**src/rtl/life_pkg.sv**
```systemverilog
// Shared state encoding, B3/S23 rule constants and small arithmetic helpers
// for the Game of Life generation sequencer.
package life_pkg;

    typedef enum logic [2:0] {
        IDLE, CLR, G_START, G_LOAD0, G_CALC, G_SWAP, W_RD, W_MOD
    } state_e;

    // B3/S23: a dead cell is born on exactly 3 neighbours, a live one survives on 2 or 3.
    localparam logic [3:0] BIRTH_N     = 4'd3;
    localparam logic [3:0] SURVIVE_MIN = 4'd2;
    localparam logic [3:0] SURVIVE_MAX = 4'd3;

    // Widest row the popcount helper handles.
    localparam int POP_W = 64;

    function automatic logic cell_next(input logic alive, input logic [3:0] nbr);
        logic nxt;
        if (alive) nxt = (nbr >= SURVIVE_MIN) && (nbr <= SURVIVE_MAX);
        else       nxt = (nbr == BIRTH_N);
        return nxt;
    endfunction

    function automatic logic [6:0] popcount(input logic [POP_W-1:0] v);
        logic [6:0] n;
        n = '0;
        for (int i = 0; i < POP_W; i++) n = n + 7'(v[i]);
        return n;
    endfunction

    // Two-digit BCD increment, 99 wraps to 00.
    function automatic logic [7:0] bcd_inc(input logic [7:0] bcd);
        logic [3:0] ones;
        logic [3:0] tens;
        ones = bcd[3:0];
        tens = bcd[7:4];
        if (ones == 4'd9) begin
            ones = 4'd0;
            tens = (tens == 4'd9) ? 4'd0 : tens + 4'd1;
        end else begin
            ones = ones + 4'd1;
        end
        return {tens, ones};
    endfunction

endpackage

```
**src/rtl/life_row_eval.sv**
```systemverilog
// Combinational next-generation evaluation of one grid row from its upper,
// own and lower rows; cells beyond the left/right edge count as dead.
module life_row_eval import life_pkg::*; #(
    parameter int COLS = 40
) (
    input  logic [COLS-1:0] prev_i,
    input  logic [COLS-1:0] cur_i,
    input  logic [COLS-1:0] nxt_i,
    output logic [COLS-1:0] next_o
);

    // One dead guard column on each side removes all edge special cases.
    logic [COLS+1:0] p_ext;
    logic [COLS+1:0] c_ext;
    logic [COLS+1:0] n_ext;

    assign p_ext = {1'b0, prev_i, 1'b0};
    assign c_ext = {1'b0, cur_i,  1'b0};
    assign n_ext = {1'b0, nxt_i,  1'b0};

    for (genvar c = 0; c < COLS; c++) begin : g_col
        logic [3:0] nbr;
        assign nbr = 4'(p_ext[c]) + 4'(p_ext[c+1]) + 4'(p_ext[c+2])
                   + 4'(c_ext[c])                  + 4'(c_ext[c+2])
                   + 4'(n_ext[c]) + 4'(n_ext[c+1]) + 4'(n_ext[c+2]);
        assign next_o[c] = cell_next(c_ext[c+1], nbr);
    end

endmodule

```
**src/rtl/life_gen_sequencer.sv**
```systemverilog
// Steps Game of Life generations over a double-banked row memory and arbitrates
// that memory between generation, cursor read-modify-write and grid clear.
module life_gen_sequencer import life_pkg::*; #(
    parameter int ROWS  = 30,
    parameter int COLS  = 40,
    parameter int ROW_W = 5,
    parameter int COL_W = 6,
    parameter int CNT_W = 11
) (
    input  logic             clk,
    input  logic             reset,
    input  logic             tick,
    input  logic             run,
    input  logic             clear,
    input  logic             wr_req,
    input  logic [ROW_W-1:0] wr_row,
    input  logic [COL_W-1:0] wr_col,
    input  logic             wr_val,
    output logic             wr_ack,
    output logic             rd_en,
    output logic             rd_bank,
    output logic [ROW_W-1:0] rd_row,
    input  logic [COLS-1:0]  rd_data,
    output logic             we,
    output logic             wr_bank,
    output logic [ROW_W-1:0] wa_row,
    output logic [COLS-1:0]  wd,
    output logic             disp_bank,
    output logic             busy,
    output logic [3:0]       gen_ones,
    output logic [3:0]       gen_tens,
    output logic [CNT_W-1:0] live_count,
    output logic             tick_drop
);

    localparam logic [ROW_W-1:0] LAST_ROW = ROW_W'(ROWS - 1);
    localparam logic [COL_W-1:0] LAST_COL = COL_W'(COLS - 1);

    state_e           state_q;
    logic [ROW_W-1:0] row_q;
    logic [COLS-1:0]  prev_q, cur_q;
    logic [CNT_W-1:0] acc_q, live_q;
    logic             disp_q;
    logic [7:0]       gen_q;
    logic             tick_pend_q, clr_pend_q, tick_drop_q;
    logic [ROW_W-1:0] w_row_q;
    logic [COL_W-1:0] w_col_q;
    logic             w_val_q;

    logic             tick_hit, clear_any, start_clr, start_gen;
    logic             tick_pend_d, clr_pend_d, tick_drop_d;
    logic             last_row;
    logic [COLS-1:0]  nxt_row_d, eval_row, w_mask, w_word_d;
    logic [CNT_W-1:0] acc_d;
    logic             w_in_range, w_old_bit, w_changed;

    assign tick_hit  = tick && run;
    assign clear_any = clear || clr_pend_q;
    assign start_clr = (state_q == IDLE) && clear_any;
    assign start_gen = (state_q == IDLE) && !clear_any && !wr_req && tick_pend_q && run;

    // A tick arriving on the very cycle the pending one is consumed re-arms the flag.
    assign tick_pend_d = tick_hit || (tick_pend_q && !start_gen);
    assign tick_drop_d = tick_hit && tick_pend_q && !start_gen;
    assign clr_pend_d  = clear_any && !start_clr;

    assign last_row  = (row_q == LAST_ROW);
    assign nxt_row_d = last_row ? '0 : rd_data;

    life_row_eval #(.COLS(COLS)) u_row_eval (
        .prev_i (prev_q),
        .cur_i  (cur_q),
        .nxt_i  (nxt_row_d),
        .next_o (eval_row)
    );

    assign acc_d = acc_q + CNT_W'(popcount(POP_W'(eval_row)));

    assign w_in_range = (w_row_q <= LAST_ROW) && (w_col_q <= LAST_COL);
    assign w_mask     = COLS'(1) << w_col_q;
    assign w_old_bit  = |(rd_data & w_mask);
    assign w_word_d   = w_val_q ? (rd_data | w_mask) : (rd_data & ~w_mask);
    assign w_changed  = w_in_range && (w_old_bit != w_val_q);

    // Memory port is decoded from the current state so reads and writes land in
    // the state cycle itself.
    always_comb begin
        // NOTE: every signal gets a default before the case so no latch is inferred.
        rd_en   = 1'b0;
        rd_bank = 1'b0;
        rd_row  = '0;
        we      = 1'b0;
        wr_bank = 1'b0;
        wa_row  = '0;
        wd      = '0;
        case (state_q)
            G_START: begin rd_en = 1'b1; rd_bank = disp_q; rd_row = '0; end
            G_LOAD0: begin rd_en = 1'b1; rd_bank = disp_q; rd_row = ROW_W'(1); end
            G_CALC: begin
                rd_en   = (row_q < ROW_W'(ROWS - 2));
                rd_bank = disp_q;
                rd_row  = row_q + ROW_W'(2);
                we      = 1'b1;
                wr_bank = ~disp_q;
                wa_row  = row_q;
                wd      = eval_row;
            end
            CLR: begin we = 1'b1; wr_bank = disp_q; wa_row = row_q; end
            W_RD: begin rd_en = (w_row_q <= LAST_ROW); rd_bank = disp_q; rd_row = w_row_q; end
            W_MOD: begin
                we      = w_in_range;
                wr_bank = disp_q;
                wa_row  = w_row_q;
                wd      = w_in_range ? w_word_d : '0;
            end
            default: ;
        endcase
        if (reset) we = 1'b0;
    end

    always_ff @(posedge clk) begin
        // NOTE: sequential state is assigned with <= only, so every register sees
        // the pre-edge value of every other register.
        if (reset) begin
            state_q     <= IDLE;
            row_q       <= '0;
            // NOTE: the cell RAM is external and never cleared by reset; only
            // the row pipeline registers here are.
            prev_q      <= '0;
            cur_q       <= '0;
            acc_q       <= '0;
            live_q      <= '0;
            disp_q      <= 1'b0;
            gen_q       <= '0;
            tick_pend_q <= 1'b0;
            clr_pend_q  <= 1'b0;
            tick_drop_q <= 1'b0;
            w_row_q     <= '0;
            w_col_q     <= '0;
            w_val_q     <= 1'b0;
        end else begin
            tick_pend_q <= tick_pend_d;
            clr_pend_q  <= clr_pend_d;
            tick_drop_q <= tick_drop_d;
            case (state_q)
                IDLE: begin
                    if (start_clr) begin
                        state_q <= CLR;
                        row_q   <= '0;
                        gen_q   <= '0;
                        live_q  <= '0;
                    end else if (wr_req) begin
                        state_q <= W_RD;
                        w_row_q <= wr_row;
                        w_col_q <= wr_col;
                        w_val_q <= wr_val;
                    end else if (start_gen) begin
                        state_q <= G_START;
                    end
                end
                CLR: begin
                    if (last_row) state_q <= IDLE;
                    else          row_q   <= row_q + ROW_W'(1);
                end
                G_START: state_q <= G_LOAD0;
                G_LOAD0: begin
                    prev_q  <= '0;
                    cur_q   <= rd_data;
                    row_q   <= '0;
                    acc_q   <= '0;
                    state_q <= G_CALC;
                end
                G_CALC: begin
                    prev_q <= cur_q;
                    cur_q  <= nxt_row_d;
                    acc_q  <= acc_d;
                    if (last_row) state_q <= G_SWAP;
                    else          row_q   <= row_q + ROW_W'(1);
                end
                G_SWAP: begin
                    disp_q  <= ~disp_q;
                    live_q  <= acc_q;
                    gen_q   <= bcd_inc(gen_q);
                    state_q <= IDLE;
                end
                W_RD: state_q <= W_MOD;
                W_MOD: begin
                    if (w_changed) live_q <= w_val_q ? live_q + CNT_W'(1) : live_q - CNT_W'(1);
                    state_q <= IDLE;
                end
                default: state_q <= IDLE;
            endcase
        end
    end

    assign wr_ack     = (state_q == W_MOD);
    assign busy       = (state_q != IDLE);
    assign disp_bank  = disp_q;
    assign gen_ones   = gen_q[3:0];
    assign gen_tens   = gen_q[7:4];
    assign live_count = live_q;
    assign tick_drop  = tick_drop_q;

endmodule

```
**config.mk**
```make
export PLATFORM = sky130hd
export DESIGN_NAME = life_gen_sequencer
export DESIGN_NICKNAME = d
export VERILOG_FILES = /design/src/rtl/life_pkg.sv /design/src/rtl/life_row_eval.sv /design/src/rtl/life_gen_sequencer.sv
export SDC_FILE = /design/constraint.sdc
export NUM_CORES = 1
export LEC_CHECK = 0
export CORE_MARGIN = 2
export CORE_UTILIZATION = 55
export DETAILED_ROUTE_END_ITERATION = 8
export GPL_TIMING_DRIVEN = 0
export MAX_ROUTING_LAYER = met4
export PLACE_DENSITY = 0.77
export SKIP_CTS_REPAIR_TIMING = 1
export SYNTH_ARGS = -nofsm -noshare
export SYNTH_HDL_FRONTEND = slang
export SYNTH_SLANG_ARGS = --single-unit
```
**constraint.sdc**
```tcl
create_clock -name clk -period 15.3 [get_ports clk]
set_input_delay 2.295 -clock clk [delete_from_list [all_inputs] [get_ports clk]]
set_output_delay 2.295 -clock clk [all_outputs]
set_load 0.01 [all_outputs]
```
### Yosys cells after proc, flatten, opt, wreduce, memory -nomap -nowiden

Cells that the tools add are included.

| storage, ports and cells | value |
|---|---|
| input bits | 58 |
| bits in latches | 0 |
| logic and storage cells | 630 |
| bits in registers | 134 |
| memories kept | 0 |
| bits in read-only memories | 0 |
| memory bits (writable) | 0 |

| operators by class | value |
|---|---|
| reduce and logical (&&, ||, !) cells | 76 |
| bitwise gates (word level) | 6 |
| shift-type cells | 1 |
| equal/unequal tests | 58 |
| $mul | 0 |
| $lt $le $gt $ge | 83 |
| muxes and demuxes | 72 |
| add/subtract/negate cells | 319 |
| divide/modulo/power cells | 0 |

Operator list:

| operator | count |
|---|---|
| 4-bit by 1-bit adder with 4-bit output | 234 |
| 40-bit one-hot mux with 2 select lines | 3 |
| 7-bit by 1-bit adder with 7-bit output | 33 |
| 4-bit by 2-bit == test with 1-bit output (second input constant) | 40 |
| 4-bit by 2-bit greater-or-equal comparator with 1-bit output (second input constant) | 40 |
| 4-bit by 2-bit less-or-equal comparator with 1-bit output (second input constant) | 40 |
| 40-bit two-way mux | 3 |
| 1-bit by 1-bit adder with 2-bit output | 40 |
| 40-bit AND | 2 |
| 1-bit logical AND | 52 |
| 1-bit two-way mux | 42 |
| 40-bit inverter | 1 |
| 40-bit OR | 1 |
| 40-bit OR reduction | 1 |
| 1-bit by 6-bit left shift with 40-bit output (first input constant) | 1 |
| 11-bit two-way mux | 3 |
| 11-bit one-hot mux with 3 select lines | 1 |
| 5-bit one-hot mux with 3 select lines | 2 |
| 11-bit one-hot mux with 2 select lines | 1 |
| 3-bit one-hot mux with 7 select lines | 1 |
| 8-bit one-hot mux with 2 select lines | 1 |
| 3-bit two-way mux | 5 |
| 3-bit AND reduction | 5 |
| 3-bit == test (second input constant) | 4 |
| 37 further kinds | 59 |

### Logic depth before layout (Yosys ltp)

| logic depth | value |
|---|---|
| word-level depth | 51 |
| gate-level depth with buffers | 33 |
| mapped depth without buffers | 32 |

### Cells and area by module

From an unflattened synthesis, not the netlist that was laid out.

| second synthesis, totals | value |
|---|---|
| cell total of the unflattened synthesis | 1,906 |
| area total of the unflattened synthesis | 15,758.9 um^2 |

By module, submodules not included:

| module | sequential area each (um^2) | area an instance (um^2) | cells each | times used |
|---|---|---|---|---|
| life_gen_sequencer | 2,682.6 | 8,891.0 | 1,108 | 1 |
| life_row_eval | 0.0 | 6,867.8 | 798 | 1 |

### Worst setup path before layout

No wires, ideal clock.

| path | value |
|---|---|
| path type | input-to-reg |
| start | in rd_data[3] |
| end | reg acc_q[10] |
| required time | 15,179 ps |
| data arrival time | 9,816 ps |
| cell stages on the path | 26 |
| path buffers | 0 |
| setup slack | 5,363 ps |
| library setup time | 121 ps |
| cell sequence | nand2_1 -> fa_1 -> fa_1 -> fa_1 -> nor3_1 -> mux2i_1 -> a211oi_1 -> fa_1 -> fa_1 -> fa_1 -> fa_1 -> fa_1 -> fa_1 -> inv_1 -> fa_1 -> fa_1 -> inv_1 -> fa_1 -> a21o_1 -> a21oi_1 -> o21bai_1 -> a21oi_1 -> nand2b_1 -> a21oi_1 -> nand3_1 -> mux2_2 |

| between the ends | value |
|---|---|
| word-level cells in the longest chain between the ends | 45 |

RTL lines:

| what | RTL line | text |
|---|---|---|
| from (decl) | life_gen_sequencer.sv:23 | `input logic [COLS-1:0] rd_data,` |
| 40-bit two-way mux * | life_gen_sequencer.sv:68 | `assign nxt_row_d = last_row ? '0 : rd_data;` |
| 4-bit by 1-bit adder with 4-bit output | life_row_eval.sv:25 | `+ 4'(n_ext[c]) + 4'(n_ext[c+1]) + 4'(n_ext[c+2]);` |
| 4-bit by 1-bit adder with 4-bit output (tied with other cells) (2 in series) | life_row_eval.sv:25 |  |
| 4-bit by 2-bit greater-or-equal comparator with 1-bit output (tied with other cells) | life_pkg.sv:19 | `if (alive) nxt = (nbr >= SURVIVE_MIN) && (nbr <= SURVIVE_MAX);` |
| 1-bit logical AND (tied with other cells) | life_pkg.sv:19 |  |
| 1-bit two-way mux or 3-bit by 1-bit adder with 4-bit output (tied branches) | life_pkg.sv:19, life_pkg.sv:27 |  |
| 4-bit by 1-bit adder with 5-bit output * | life_pkg.sv:27 | `for (int i = 0; i < POP_W; i++) n = n + 7'(v[i]);` |
| 5-bit by 1-bit adder with 6-bit output * | life_pkg.sv:27 |  |
| 6-bit by 1-bit adder with 7-bit output * | life_pkg.sv:27 |  |
| 7-bit by 1-bit adder with 7-bit output * (33 in series) | life_pkg.sv:27 |  |
| 11-bit by 7-bit adder with 11-bit output * | life_gen_sequencer.sv:77 | `assign acc_d = acc_q + CNT_W'(popcount(POP_W'(eval_row)));` |
| 11-bit one-hot mux with 2 select lines * | life_gen_sequencer.sv:145 | `case (state_q)` |
| to (signal assigned) | life_gen_sequencer.sv:131 | `acc_q <= '0;` |
| to (signal assigned) | life_gen_sequencer.sv:170 | `acc_q <= '0;` |
| to (signal assigned) | life_gen_sequencer.sv:176 | `acc_q <= acc_d;` |
| to (decl) | life_gen_sequencer.sv:42 | `logic [CNT_W-1:0] acc_q, live_q;` |

Mark *: on every way between the ends. The rest lies on a longest branch, timed or not.
A chain may end at the register's enable or synchronous reset.

### Worst setup path in the final report

| path | value |
|---|---|
| start | in rd_data[9] |
| end | reg acc_q[10] |

| between the ends | value |
|---|---|
| word-level cells in the longest chain between the ends | 39 |

RTL lines:

| what | RTL line |
|---|---|
| 40-bit two-way mux * | life_gen_sequencer.sv:68 |
| 4-bit by 1-bit adder with 4-bit output | life_row_eval.sv:25 |
| 4-bit by 2-bit greater-or-equal comparator with 1-bit output (tied with other cells) | life_pkg.sv:19 |
| 1-bit logical AND (tied with other cells) | life_pkg.sv:19 |
| 1-bit two-way mux (tied with other cells) | life_pkg.sv:19 |
| 7-bit by 1-bit adder with 7-bit output (tied with other cells) | life_pkg.sv:27 |
| 7-bit by 1-bit adder with 7-bit output or 1-bit two-way mux (tied branches) | life_pkg.sv:27, life_pkg.sv:19 |
| 7-bit by 1-bit adder with 7-bit output * (30 in series) | life_pkg.sv:27 |
| 11-bit by 7-bit adder with 11-bit output * | life_gen_sequencer.sv:77 |
| 11-bit one-hot mux with 2 select lines * | life_gen_sequencer.sv:145 |

Marks and branches as above.

==> impl_metrics.json <==
{
  "powerDensity_mw_per_mm2": 235,
  "final_util_pct": 64.8,
  "finalMaxSlewViolations": 0,
  "synth_edf_count": 0,
  "layout-drive-gt1-share_pct": 3.00,
  "maxCapViolations": 0,
  "synthesis.area_mm2": 0.0151,
  "fin_setup_tns_ns": 0,
  "wl_per_cell_um": 20.0,
  "hold_depth": 2,
  "crit_buf_inv": 3,
  "status": "finished, final reports clean",
  "drt_iter0_drc": 1159,
  "grt-ovfl-total": 0,
  "syn_inst": 1737,
  "cts_tree": "yes",
  "cts-root-buf": "clkbuf_16",
  "antenna_left": 0,
  "hold_class": "flip-flop to flip-flop",
  "finalHoldViolCount": 0,
  "crit_top_cell": "fa_1",
  "die-height_um": 170,
  "grt_pass1_vias": 13300,
  "worst_slew_pin_slew_ns": 1.23,
  "syn-num-nets": 2140,
  "core_mm2": 0.0270,
  "num_io_pins": 135,
  "avgSynthCellArea_um2": 8.68,
  "slowest_delay_ns": 0.64,
  "slew-limit-headroom_pct": 18.1,
  "crit_family": "adder cells",
  "yosysUniqueCellTypes": 73,
  "crit_type": "primary input to flip-flop",
  "syn2layout_area_growth_pct": 15.8,
  "rsz0062_at_grt": "false",
  "timing.fmax_mhz": 89.9,
  "rows": 60,
  "nets": 2293,
  "r2r_slack_ns": 4.82,
  "synth_area_leaders": "fa_1 25%, dfxtp_1 18%, ha_1 13%, inv_1 6.8%, nand2_1 5.5%",
  "numCtsBuffers": 17,
  "vias": 13300,
  "ys_seq_elements": 134,
  "grt.total_usage_pct": 32.9,
  "synth_area_leader_cell": "fa_1",
  "yosysSeqAreaShare_pct": 17.8,
  "clock_path_buffers": 2,
  "period_share_pct": 72.7,
  "multi_input_area_mm2": 0.0111,
  "diodes": 0,
  "totalWireLength_um": 44800,
  "grt_pass1_wl_um": 71200,
  "synth_top_area_share_pct": 25.2,
  "r2r_end": "acc_q[10]",
  "cts_max_level": 4,
  "holdPathEnd": "cur_q[29]",
  "clk_latency_ns": 0.43,
  "min_from": "cur_q[29]",
  "crit_required_ns": 15.62,
  "hold_slack_ns": 0.469,
  "initial_core_util_pct": 56.0,
  "start_kind": "primary input",
  "setup_viol": 0,
  "dpl.hpwl_um": 36300,
  "nFillCells": 2256,
  "worstPathMaxFanout": 4,
  "cp.arrival_ns": 11.45,
  "end_kind": "flip-flop",
  "clk_pin_slew_ns": 0.06,
  "r2r-start": "row_q[1]",
  "ir_drop_v": 0.000595,
  "place_area_mm2": 0.0169,
  "cpMaxStageDelayCell": "clkdlybuf4s50_1",
  "async_flop_share_pct": 0,
  "die_w_um": 170,
  "routabilityCongestion": 1.01,
  "timing.final.crit_period_ns": 11.12,
  "setup_ws_ns": 4.18,
  "grt_max_degree": 17,
  "r2r_cells": 30,
  "pre_cts_ws_ns": 3.84,
  "ys.flop_type": "dfxtp_1",
  "first_pass_iters": 6,
  "via_per_inst": 5.91,
  "cts.sinks": 134,
  "antenna_found_initial": 0,
  "yosysWarnings": 0,
  "portBuffers": 134,
  "regArea_mm2": 0.00268,
  "drc_errors": 0,
  "die_area_mm2": 0.0288,
  "p_leak_nw": 7.57,
  "fin_area_mm2": 0.0175,
  "clock_skew_ns": 0.00982
}
[worst max-delay path by stage]
stage,startpoint,endpoint,slack [ns],cells after the start
6_report,rd_data[9],acc_q[10],4.18,27
3_5_place_dp,rd_data[9],acc_q[10],3.84,27
2_1_floorplan,rd_data[3],acc_q[10],5.36,26
5_1_grt,rd_data[9],acc_q[10],3.78,27
4_1_cts,rd_data[9],acc_q[10],4.29,27
3_3_place_gp,rd_data[9],acc_q[10],4.00,27
[cell type report]
class | instances | area share, %
clock buffer | 20 | 2.61
tap | 341 | 2.44
timing repair buffer | 134 | 7.68
clock inverter | 12 | 0.867
buffer | 75 | 1.81
sequential | 134 | 15.4
multi-input combinational | 1254 | 63.3
inverter | 274 | 5.89
[cell usage after synthesis, types with 21 or more instances]
| master | n |
|---|---|
| nand2_1 | 219 |
| dfxtp_1 | 134 |
| o2bb2ai_1 | 21 |
| nor2b_1 | 26 |
| fa_1 | 190 |
| nand3_1 | 41 |
| nor2_1 | 111 |
| o21ai_0 | 35 |
| a22oi_1 | 51 |
| a21oi_1 | 101 |
| inv_1 | 274 |
| mux2i_1 | 65 |
| ha_1 | 155 |
| nor3_1 | 28 |
| o22ai_1 | 21 |
| clkbuf_1 | 62 |
[flip-flops by register name, summed over array words and instances, names as in the netlist]
register     cells
tick_drop        1
w_row_q          5
cur_q           40
disp_bank        1
gen_q            8
prev_q          40
w_col_q          6
clr_pend_q       1
row_q            5
live_count      11
state_q          3
tick_pend_q      1
w_val_q          1
acc_q           11
[routing by layer]
metal  GRT usage [%]  vias up  wire [um]
li1                -     6078          -
met1            44.2     6531      19200
met2            51.4      542      20500
met3            3.92      115       3160
met4            12.8        0       1890
met5               -        -          0
[power by group]
part,total (W),internal [W],switching [W]
registers,0.000430,0.000389,0.0000406
logic,0.00323,0.00134,0.00189
clock network,0.000433,0.000265,0.000168
[per-stage QoR]
step / std cells / power [W]
floorplan: 1737 / 0.00273
global placement: 2212 / 0.00350
finish: 2244 / 0.00410
detailed placement: 2212 / 0.00359
global route: 2244 / 0.00450
CTS: 2244 / 0.00406
[cell usage in the layout, fill, tap and decap left out, drive strengths merged, types with 9 or more instances in the layout]
| master | Yosys | final |
|---|---|---|
| clkbuf | 62 | 82 |
| clkdlybuf4s50 | 0 | 134 |
| a22oi | 51 | 51 |
| mux2 | 9 | 9 |
| nand3 | 41 | 41 |
| nor2 | 111 | 111 |
| xnor2 | 11 | 11 |
| nand3b | 10 | 10 |
| nand2 | 219 | 219 |
| buf | 13 | 13 |
| o22ai | 21 | 21 |
| nor3 | 29 | 29 |
| xor2 | 10 | 10 |
| mux2i | 65 | 65 |
| a21oi | 101 | 101 |
| nand2b | 16 | 16 |
| nor2b | 26 | 26 |
| fa | 190 | 190 |
| a211oi | 13 | 13 |
| o21ai | 40 | 40 |
| o2bb2ai | 21 | 21 |
| ha | 155 | 155 |
| dfxtp | 134 | 134 |
| inv | 274 | 275 |
[cells by family (layout without fill, tap and decap cells)]
group,Yosys count,after routing,synth area share [%]
AOI/OAI and AO/OA,304,304,13.1
adders and majority gates,345,345,38.1
muxes,76,76,5.28
DFF,134,134,17.8
buffers and inverters,349,515,8.92
and+or+nand+nor,508,508,15.6
xor gates and xnor gates,21,21,1.22
[worst register-to-register path: cells and delay by family (launching register included)]
kind	cells	cell delay [ns]
flops	1	0.44
mux	1	0.32
compound gates	8	1.86
fa+ha+maj	13	5.89
simple gates	4	0.99
buf+inv	4	0.88
Note: power is estimated with default switching activity, not from simulation.
